<file path="src/rtl/if_id_queue.sv">
// Fetch-to-decode buffer: DEPTH-entry FIFO of {inst, inst_addr, int_flag}
// between the IFU and the ID decoder, presenting NOP_INST when empty.
module if_id_queue #(
  parameter int                INST_W     = 32,
  parameter int                ADDR_W     = 32,
  parameter int                INT_W      = 8,
  parameter int                DEPTH      = 4,
  parameter int                HOLD_W     = 3,
  parameter int                HOLD_LEVEL = 1,
  parameter logic [INST_W-1:0] NOP_INST   = 32'h00000013,
  localparam int               PTR_W      = $clog2(DEPTH),
  localparam int               CNT_W      = PTR_W + 1
) (
  input  logic              clk,
  input  logic              rst,
  input  logic              in_valid_i,
  output logic              in_ready_o,
  input  logic [INST_W-1:0] inst_i,
  input  logic [ADDR_W-1:0] inst_addr_i,
  input  logic [INT_W-1:0]  int_flag_i,
  output logic              out_valid_o,
  input  logic              out_ready_i,
  output logic [INST_W-1:0] inst_o,
  output logic [ADDR_W-1:0] inst_addr_o,
  output logic [INT_W-1:0]  int_flag_o,
  input  logic [HOLD_W-1:0] hold_flag_i,
  input  logic              flush_i,
  output logic [CNT_W-1:0]  count_o
);

  localparam logic [HOLD_W-1:0] HOLD_LVL = HOLD_W'(HOLD_LEVEL);
  localparam logic [CNT_W-1:0]  FULL_CNT = CNT_W'(DEPTH);

  logic [INST_W-1:0] inst_mem [DEPTH];
  logic [ADDR_W-1:0] addr_mem [DEPTH];
  logic [INT_W-1:0]  int_mem  [DEPTH];

  logic [PTR_W-1:0] rd_ptr;
  logic [PTR_W-1:0] wr_ptr;
  logic [CNT_W-1:0] count;

  logic hold_en;
  logic push;
  logic pop;

  // Handshake: a transfer happens on a rising edge where valid and ready are
  // both high. in_ready_o/out_valid_o come from registered state only, so the
  // producer/consumer may drive valid/ready combinationally without a loop.
  assign in_ready_o  = (count != FULL_CNT);
  assign out_valid_o = (count != '0);
  assign hold_en     = (hold_flag_i >= HOLD_LVL);
  assign push        = in_valid_i & in_ready_o;
  assign pop         = out_valid_o & out_ready_i & ~hold_en;

  always_ff @(posedge clk) begin
    if (rst || flush_i) begin
      rd_ptr <= '0;
      wr_ptr <= '0;
      count  <= '0;
    end else begin
      if (push) begin
        inst_mem[wr_ptr] <= inst_i;
        addr_mem[wr_ptr] <= inst_addr_i;
        int_mem[wr_ptr]  <= int_flag_i;
        wr_ptr           <= wr_ptr + PTR_W'(1);
      end
      if (pop) begin
        rd_ptr <= rd_ptr + PTR_W'(1);
      end
      if (push && !pop) begin
        count <= count + CNT_W'(1);
      end else if (pop && !push) begin
        count <= count - CNT_W'(1);
      end
    end
  end

  // Empty queue shows a NOP with no address/interrupt so decode sees a bubble.
  always_comb begin
    inst_o      = NOP_INST;
    inst_addr_o = '0;
    int_flag_o  = '0;
    if (out_valid_o) begin
      inst_o      = inst_mem[rd_ptr];
      inst_addr_o = addr_mem[rd_ptr];
      int_flag_o  = int_mem[rd_ptr];
    end
  end

  assign count_o = count;

endmodule
</file>
<file path="config.mk">
export PLATFORM = sky130hd
export DESIGN_NAME = if_id_queue
export DESIGN_NICKNAME = d
export VERILOG_FILES = /design/src/rtl/if_id_queue.sv
export SDC_FILE = /design/constraint.sdc
export NUM_CORES = 1
export LEC_CHECK = 0
export BUFFER_PORTS_ARGS = -buffer_cell sky130_fd_sc_hd__buf_4
export CAP_MARGIN = 20
export CORE_UTILIZATION = 35
export DETAILED_ROUTE_END_ITERATION = 8
export PLACE_DENSITY_LB_ADDON = 0.05
export SETUP_SLACK_MARGIN = 0.1
export SLEW_MARGIN = 20
export SYNTH_ARGS = -nofsm -noshare
export SYNTH_HDL_FRONTEND = slang
export SYNTH_SLANG_ARGS = --single-unit
</file>
<file path="constraint.sdc">
create_clock -name clk -period 9.5 [get_ports clk]
set_clock_uncertainty 0.1 [all_clocks]
set_input_delay 0.475 -clock clk [delete_from_list [all_inputs] [get_ports clk]]
set_output_delay 0.475 -clock clk [all_outputs]
set_load 0.005 [all_outputs]
</file>
==> run summary, run 1 <==
Post-CTS Hold Buffers: 0
CP Class: register to output port
1st-iter DRT viols: 255
Die height: 181.8 um
Outcome: completed
Hold WC Path Type: input pin to register
Setup TNS: 0 ns
Combinational group share of total power: 0.054
Slowest stage delay, CP: 0.90 ns
Final Wtd Congestion: 0.7021
Syn Inst Count: 511
Detail Placement HPWL: 13190 um
Maxcap violations: 0
Vias: 5491
Yosys warning total: 0
Worst-margin pin slew: 1.047 ns
Crit. End Element: output port
Hold Vio Cnt, Final: 0
Worst VDD drop: 0.1282 mV
Hold WS: 0.06095 ns
Die width: 181.8 um
Initial antenna violation count: 0
Area grow syn2layout: 24.04%
Final Max Tran Viols: 0
Max clock buf depth: 3
P_int: 2.261 mW
Postcts setup bufs: 0
Cells along the critical path: buf_4 > mux4_2 > or2_2 > buf_4
Die area: 33050 um2
ANT nets after route: 0
Cell variety after synth: 27
Leakage: 4.713 nW
#FFs+latches synth: 297
CP dominant cell by count: buf_4
Routed wire length: 23680 um
Num Clock Sinks: 297
Largest net degree at the start of global routing: 65
CTS root buf: clkbuf_16
Core outline area: 31720 um2
Reg clk slew, reported paths: 0.06 ns
Hold wc startpoint: int_flag_i[6]
Post-synthesis instance area: 11320 um2
Starting Density: 0.3568
Max Clk Rate: 269.3 MHz
PortBufs: 156
Worst skew pair latency: 0.50 ns
Non-filler cells, final: 1112
FF-to-FF End: count_o[2]$_SDFFE_PP0P_
Vias in the first global route: 5998
CP Data Required Time: 8.93 ns
Syn_nets: 597
Slew headroom: 0.3021
CTS tree: done
CP Launch Type: register
CTS H-Tree Depth: 2
Post-synthesis sequential area ratio: 0.7802
Share of cells above drive strength 1: 0.4141
Number of detailed-route iterations in the first pass: 4
Post-cts sizing count: 0
Placed Cells: 1053
Slowest cell on crit path: dfxtp_4
Final setup viols: 0
Synth Area per Inst: 22.14 um2
Grt ovf: 0
Setup repair after global routing missed its margin: false
Worst Setup EP: inst_o[4]
Clock network power share: 0.431
Reg2reg path depth: 10
Sw Pwr: 0.5681 mW
Rows: 65
Antenna cell count: 0
Global-route wire length before repair: 36340 um
GRT Total Usage: 0.1475
Power Density: 201.5 nW/um2
Worst Path Max Fanout: 39
Tcrit/Tclk final: 0.3909
CTS buffer count: 35
Worst R2R Start: count_o[0]$_SDFFE_PP0P_
DRC: 0
Fin crit period: 3.714 ns
Via density: 4.938
Sequential fraction of design power: 0.515
Wire per inst: 21.29 um
Slack of the worst reg-to-reg path: 6.63 ns
Switching Share: 0.2008
Number of I/O pins: 157
Layout net count: 775
Worst path arrival time: 3.14 ns
-- cell usage in the layout, fill, tap and decap left out --
| cell | count |
|---|---|
| inv_6 | 3 |
| or4_1 | 1 |
| nor4b_1 | 1 |
| buf_4 | 163 |
| and2_1 | 69 |
| nor3_1 | 1 |
| bufinv_16 | 2 |
| a21oi_1 | 6 |
| mux2i_1 | 1 |
| clkbuf_1 | 7 |
| nand3_1 | 3 |
| inv_2 | 1 |
| or2_2 | 4 |
| ha_1 | 5 |
| fa_1 | 1 |
| or3_1 | 1 |
| clkinv_2 | 4 |
| o21ai_0 | 4 |
| inv_8 | 1 |
| edfxtp_1 | 288 |
| or4b_4 | 1 |
| clkbuf_16 | 35 |
| dfxtp_4 | 2 |
| o31ai_1 | 1 |
| clkinv_1 | 6 |
| and3_4 | 4 |
| buf_12 | 1 |
| nor2_1 | 4 |
| dfxtp_1 | 7 |
| buf_6 | 1 |
| nand2_1 | 1 |
| mux4_2 | 72 |
| inv_1 | 6 |
| nor3b_1 | 1 |
| xor2_1 | 2 |
-- sequential cells by signal, indices dropped and copies added (netlist names), named ones only --
| signal | cells |
|---|---|
| rd_ptr | 2 |
| addr_mem | 128 |
| inst_mem | 128 |
| count_o | 3 |
| wr_ptr | 2 |
| int_mem | 32 |
-- worst min-delay path by stage --
stage	end	slack [ns]	cells past startpoint
floorplan	register	0.35	2
global placement	register	0.36	2
detailed placement	register	0.41	2
CTS	int_mem[3][6]$_DFFE_PP_	0.04	1
global route	int_mem[3][6]$_DFFE_PP_	0.04	1
finish	int_mem[3][6]$_DFFE_PP_	0.06	1
-- metal layers --
| layer | routed length (um) | vias up | GRT usage |
|---|---|---|---|
| li1 | - | 2433 | - |
| met1 | 10080 | 2887 | 0.1871 |
| met2 | 11740 | 136 | 0.2492 |
| met3 | 1418 | 35 | 0.03931 |
| met4 | 442 | 0 | 0.04068 |
| met5 | 0 | - | 0 |
-- synth_stat cells, drive strengths merged --
library cell | instances | area [um2]
xor2 | 2 | 17.52
and3 | 4 | 25.02
and2 | 69 | 431.7
nor3 | 1 | 5.000
clkbuf | 9 | 33.78
ha | 5 | 62.56
o21ai | 4 | 20.02
fa | 1 | 20.02
dfxtp | 9 | 180.2
or4 | 1 | 7.510
inv | 7 | 26.28
nor4b | 1 | 8.760
nor3b | 1 | 7.510
mux2i | 1 | 10.01
or2 | 4 | 25.02
mux4 | 72 | 1622
nor2 | 4 | 15.01
o31ai | 1 | 7.510
nand3 | 3 | 15.01
buf | 15 | 73.82
nand2 | 1 | 3.750
or4b | 1 | 13.76
or3 | 1 | 6.260
a21oi | 6 | 30.03
edfxtp | 288 | 8648
-- layout make-up --
type | count | area, um2
multi-input cells | 183 | 2374
repair buffers | 165 | 1255
clock inverters | 16 | 140.1
well taps | 402 | 503.0
clock buffers | 42 | 902.1
inverters | 7 | 26.28
fillers | 2750 | 17680
flip-flops and latches | 297 | 8836
-- per-stage QoR --
stage	util	setup slack, ns	instance area (um2)	power (mW)
finish	0.4425	5.786	14040	2.829
global route	0.4425	5.488	14040	2.933
CTS	0.4418	5.587	14010	2.875
detailed placement	0.4089	6.136	12970	1.639
global placement	0.4089	6.119	12970	1.634
floorplan	-	6.485	11320	1.537
-- power groups by stage --
stage | logic [mW] | registers, mW | clock network (mW)
3_3_place_gp | 0.151 | 1.48 | 0
5_1_grt | 0.167 | 1.46 | 1.31
2_1_floorplan | 0.0530 | 1.48 | 0
6_report | 0.152 | 1.46 | 1.22
3_5_place_dp | 0.155 | 1.48 | 0
4_1_cts | 0.156 | 1.46 | 1.26
-- worst max-delay path, delay by kind of cell, from the launching register on --
kind | cells | cell delay [ns]
flops | 1 | 0.90
buf+inv | 2 | 0.87
simple gates | 1 | 0.28
mux | 1 | 0.57
-- kinds of logic (layout without fill, tap and decap cells) --
family / after synthesis / in the layout / synth area share
flops: 297 / 297 / 0.7802
xor+xnor: 2 / 2 / 0.001548
simple gates: 91 / 91 / 0.04987
fa+ha+maj: 6 / 6 / 0.007298
mux: 73 / 73 / 0.1442
buf+inv: 31 / 230 / 0.01183
compound gates: 11 / 11 / 0.005087
(Power assumes the default switching activity.)
==> run 2: changes to the inputs <==
clock period = 3.5 ns   (was 9.5 ns; I/O delays follow)
==> run 2 against run 1 <==
Die area did not move. Total power rose to 2.7 times the previous value. Global-route usage increased by 0.30 points. Via count increased by 5.6%. First-iteration DRC count is 1.2% higher. Critical path depth stayed put. Sequential share of layout area down 3.6 points. Utilization increased by 2.7 points. Non-clock buffer count is 86 higher. Wire length increased by 3.0%. Largest cell class unchanged. Highest routed layer unchanged.
==> run summary, run 2 (same netlist as run 1, synthesis figures left out) <==
Antenna cell count: 0 (unchanged)
Total Power: 7.644 mW (was 2.829 mW)
Hold WS: 0.02963 ns (was 0.06095 ns)
Share of cells above drive strength 1: 0.3719 (was 0.4141)
1st-iter DRT viols: 258 (was 255)
Maxcap violations: 0 (unchanged)
Vias in the first global route: 6345 (was 5998)
CP Launch Type: register (unchanged)
Outcome: completed (unchanged)
Setup repair after global routing missed its margin: false (unchanged)
Fillers: 2731 (was 2750)
Worst path arrival time: 2.44 ns (was 3.14 ns)
CTS tree: done (unchanged)
Max clock buf depth: 3 (unchanged)
Power Density: 513.1 nW/um2 (was 201.5 nW/um2)
Die width: 181.8 um (unchanged)
CP Class: register to output port (unchanged)
Worst-margin pin slew: 0.7569 ns (was 1.047 ns)
Setup TNS: 0 ns (unchanged)
DRC: 0 (unchanged)
Hold WC Path Type: input pin to register (unchanged)
Hold Vio Cnt, Final: 0 (unchanged)
Tcrit/Tclk final: 0.7755
Worst Path Max Fanout: 21 (was 39)
Postcts setup bufs: 0 (unchanged)
Worst VDD drop: 0.3234 mV (was 0.1282 mV)
Core outline area: 31720 um2 (unchanged)
Num Clock Sinks: 297 (unchanged)
Slew headroom: 0.4954 (was 0.3021)
Layout net count: 861 (was 775)
Biggest regs: addr_mem: 128 flops, inst_mem: 128 flops, int_mem: 32 flops (unchanged)
Fin crit period: 2.714 ns
Starting Density: 0.3568 (unchanged)
Worst skew pair latency: 0.49 ns (was 0.50 ns)
Final Wtd Congestion: 0.6757 (was 0.7021)
Via density: 4.842 (was 4.938)
CP Data Required Time: 3.22 ns (was 8.93 ns)
Final Instance Area: 14900 um2 (was 14040 um2)
Area grow syn2layout: 31.66% (was 24.04%)
CTS root buf: clkbuf_16 (unchanged)
Routed wire length: 24400 um (was 23680 um)
Die height: 181.8 um (unchanged)
Crit. End Element: output port (unchanged)
Global-route wire length before repair: 37250 um (was 36340 um)
GRT Total Usage: 0.1505 (was 0.1475)
Final Max Tran Viols: 0 (unchanged)
CTS H-Tree Depth: 2 (unchanged)
Most common cell after layout, fill and taps aside: edfxtp_1 (unchanged)
Vias: 5801 (was 5491)
Rows: 65 (unchanged)
PortBufs: 156 (unchanged)
Largest net degree at the start of global routing: 72 (was 65)
Final setup viols: 0 (unchanged)
Wire per inst: 20.36 um (was 21.29 um)
Detail Placement HPWL: 14150 um (was 13190 um)
Initial antenna violation count: 0 (unchanged)
CTS buffer count: 35 (unchanged)
DP Area: 13090 um2 (was 12970 um2)
Die area: 33050 um2 (unchanged)
Commonest cells after routing, fill and taps aside: 288 x edfxtp_1, 166 x buf_4, 80 x dlygate4sd3_1 (was 288 x edfxtp_1, 163 x buf_4, 72 x mux4_2)
Number of detailed-route iterations in the first pass: 4 (unchanged)
Reg clk slew, reported paths: 0.05 ns (was 0.06 ns)
Leakage: 5.073 nW (was 4.713 nW)
Number of I/O pins: 157 (unchanged)
Max Clk Rate: 368.4 MHz
ANT nets after route: 0 (unchanged)
Grt ovf: 0 (unchanged)
run 2: cell types whose count changed in the layout (fill, tap and decap cells not counted), moves of 2 or more:
| cell | change |
|---|---|
| inv_6 | -3 |
| buf_4 | +3 |
| buf_12 | +4 |
| dlygate4sd3_1 | +80 |
| clkbuf_16 | +2 |
| bufinv_16 | -2 |
| clkinv_1 | +3 |
run 2: worst max-delay path, cell delays in order, from the launching register on:
cell and delay, ns:
dfxtp_4 0.62, buf_4 0.43, mux4_2 0.57, and2_1 0.17
buf_4 0.13
run 2: final timing paths:
kind / slack [ns] / cells after the start / end / start
max reg2reg: 1.13 / 8 / count_o[2]$_SDFFE_PP0P_ / count_o[0]$_SDFFE_PP0P_
min reg2reg: 0.39 / 2 / register / rd_ptr[1]$_SDFFE_PP0P_
max: 0.79 / 4 / inst_addr_o[14] / register
min: 0.03 / 4 / register / hold_flag_i[1]
run 2: area by class of cell:
type | count | area, um2 | share of cell area
tap | 402 | 503.0 | 0.03376
multi-input combinational | 183 | 2374 | 0.1593
clock buffer | 45 | 955.9 | 0.06416
inverter | 7 | 26.28 | 0.001764
sequential | 297 | 8836 | 0.5931
clock inverter | 13 | 56.30 | 0.003779
timing repair buffer | 251 | 2147 | 0.1441
run 2: stage by stage:
step	setup slack [ns]	util	cells
after floorplan	0.4850	-	511
after global placement	1.204	0.4125	1060
after detailed placement	1.155	0.4125	1060
after CTS	0.6674	0.4697	1198
after global routing	0.6012	0.4697	1198
final	0.7858	0.4697	1198
run 2: timing repair:
action                                 in CTS  in global routing
hold buffers                               80                  0
endpoints found under the hold margin     297                  0
gates resized for setup                     0                  0
setup endpoints to repair                   0                  0
run 2: power breakdown:
| group | switching (mW) | internal, mW |
|---|---|---|
| clock | 1.30 | 1.91 |
| sequential | 0.0113 | 3.94 |
| combinational | 0.216 | 0.272 |
run 2: metal layers:
layer / GRT usage / vias up / part of all wire
met2: 0.2498 / 148 / 0.48
met5: 0 / - / 0
met1: 0.2022 / 3004 / 0.46
met4: 0.04169 / 0 / 0.019
li1: - / 2606 / -
met3: 0.02928 / 43 / 0.046
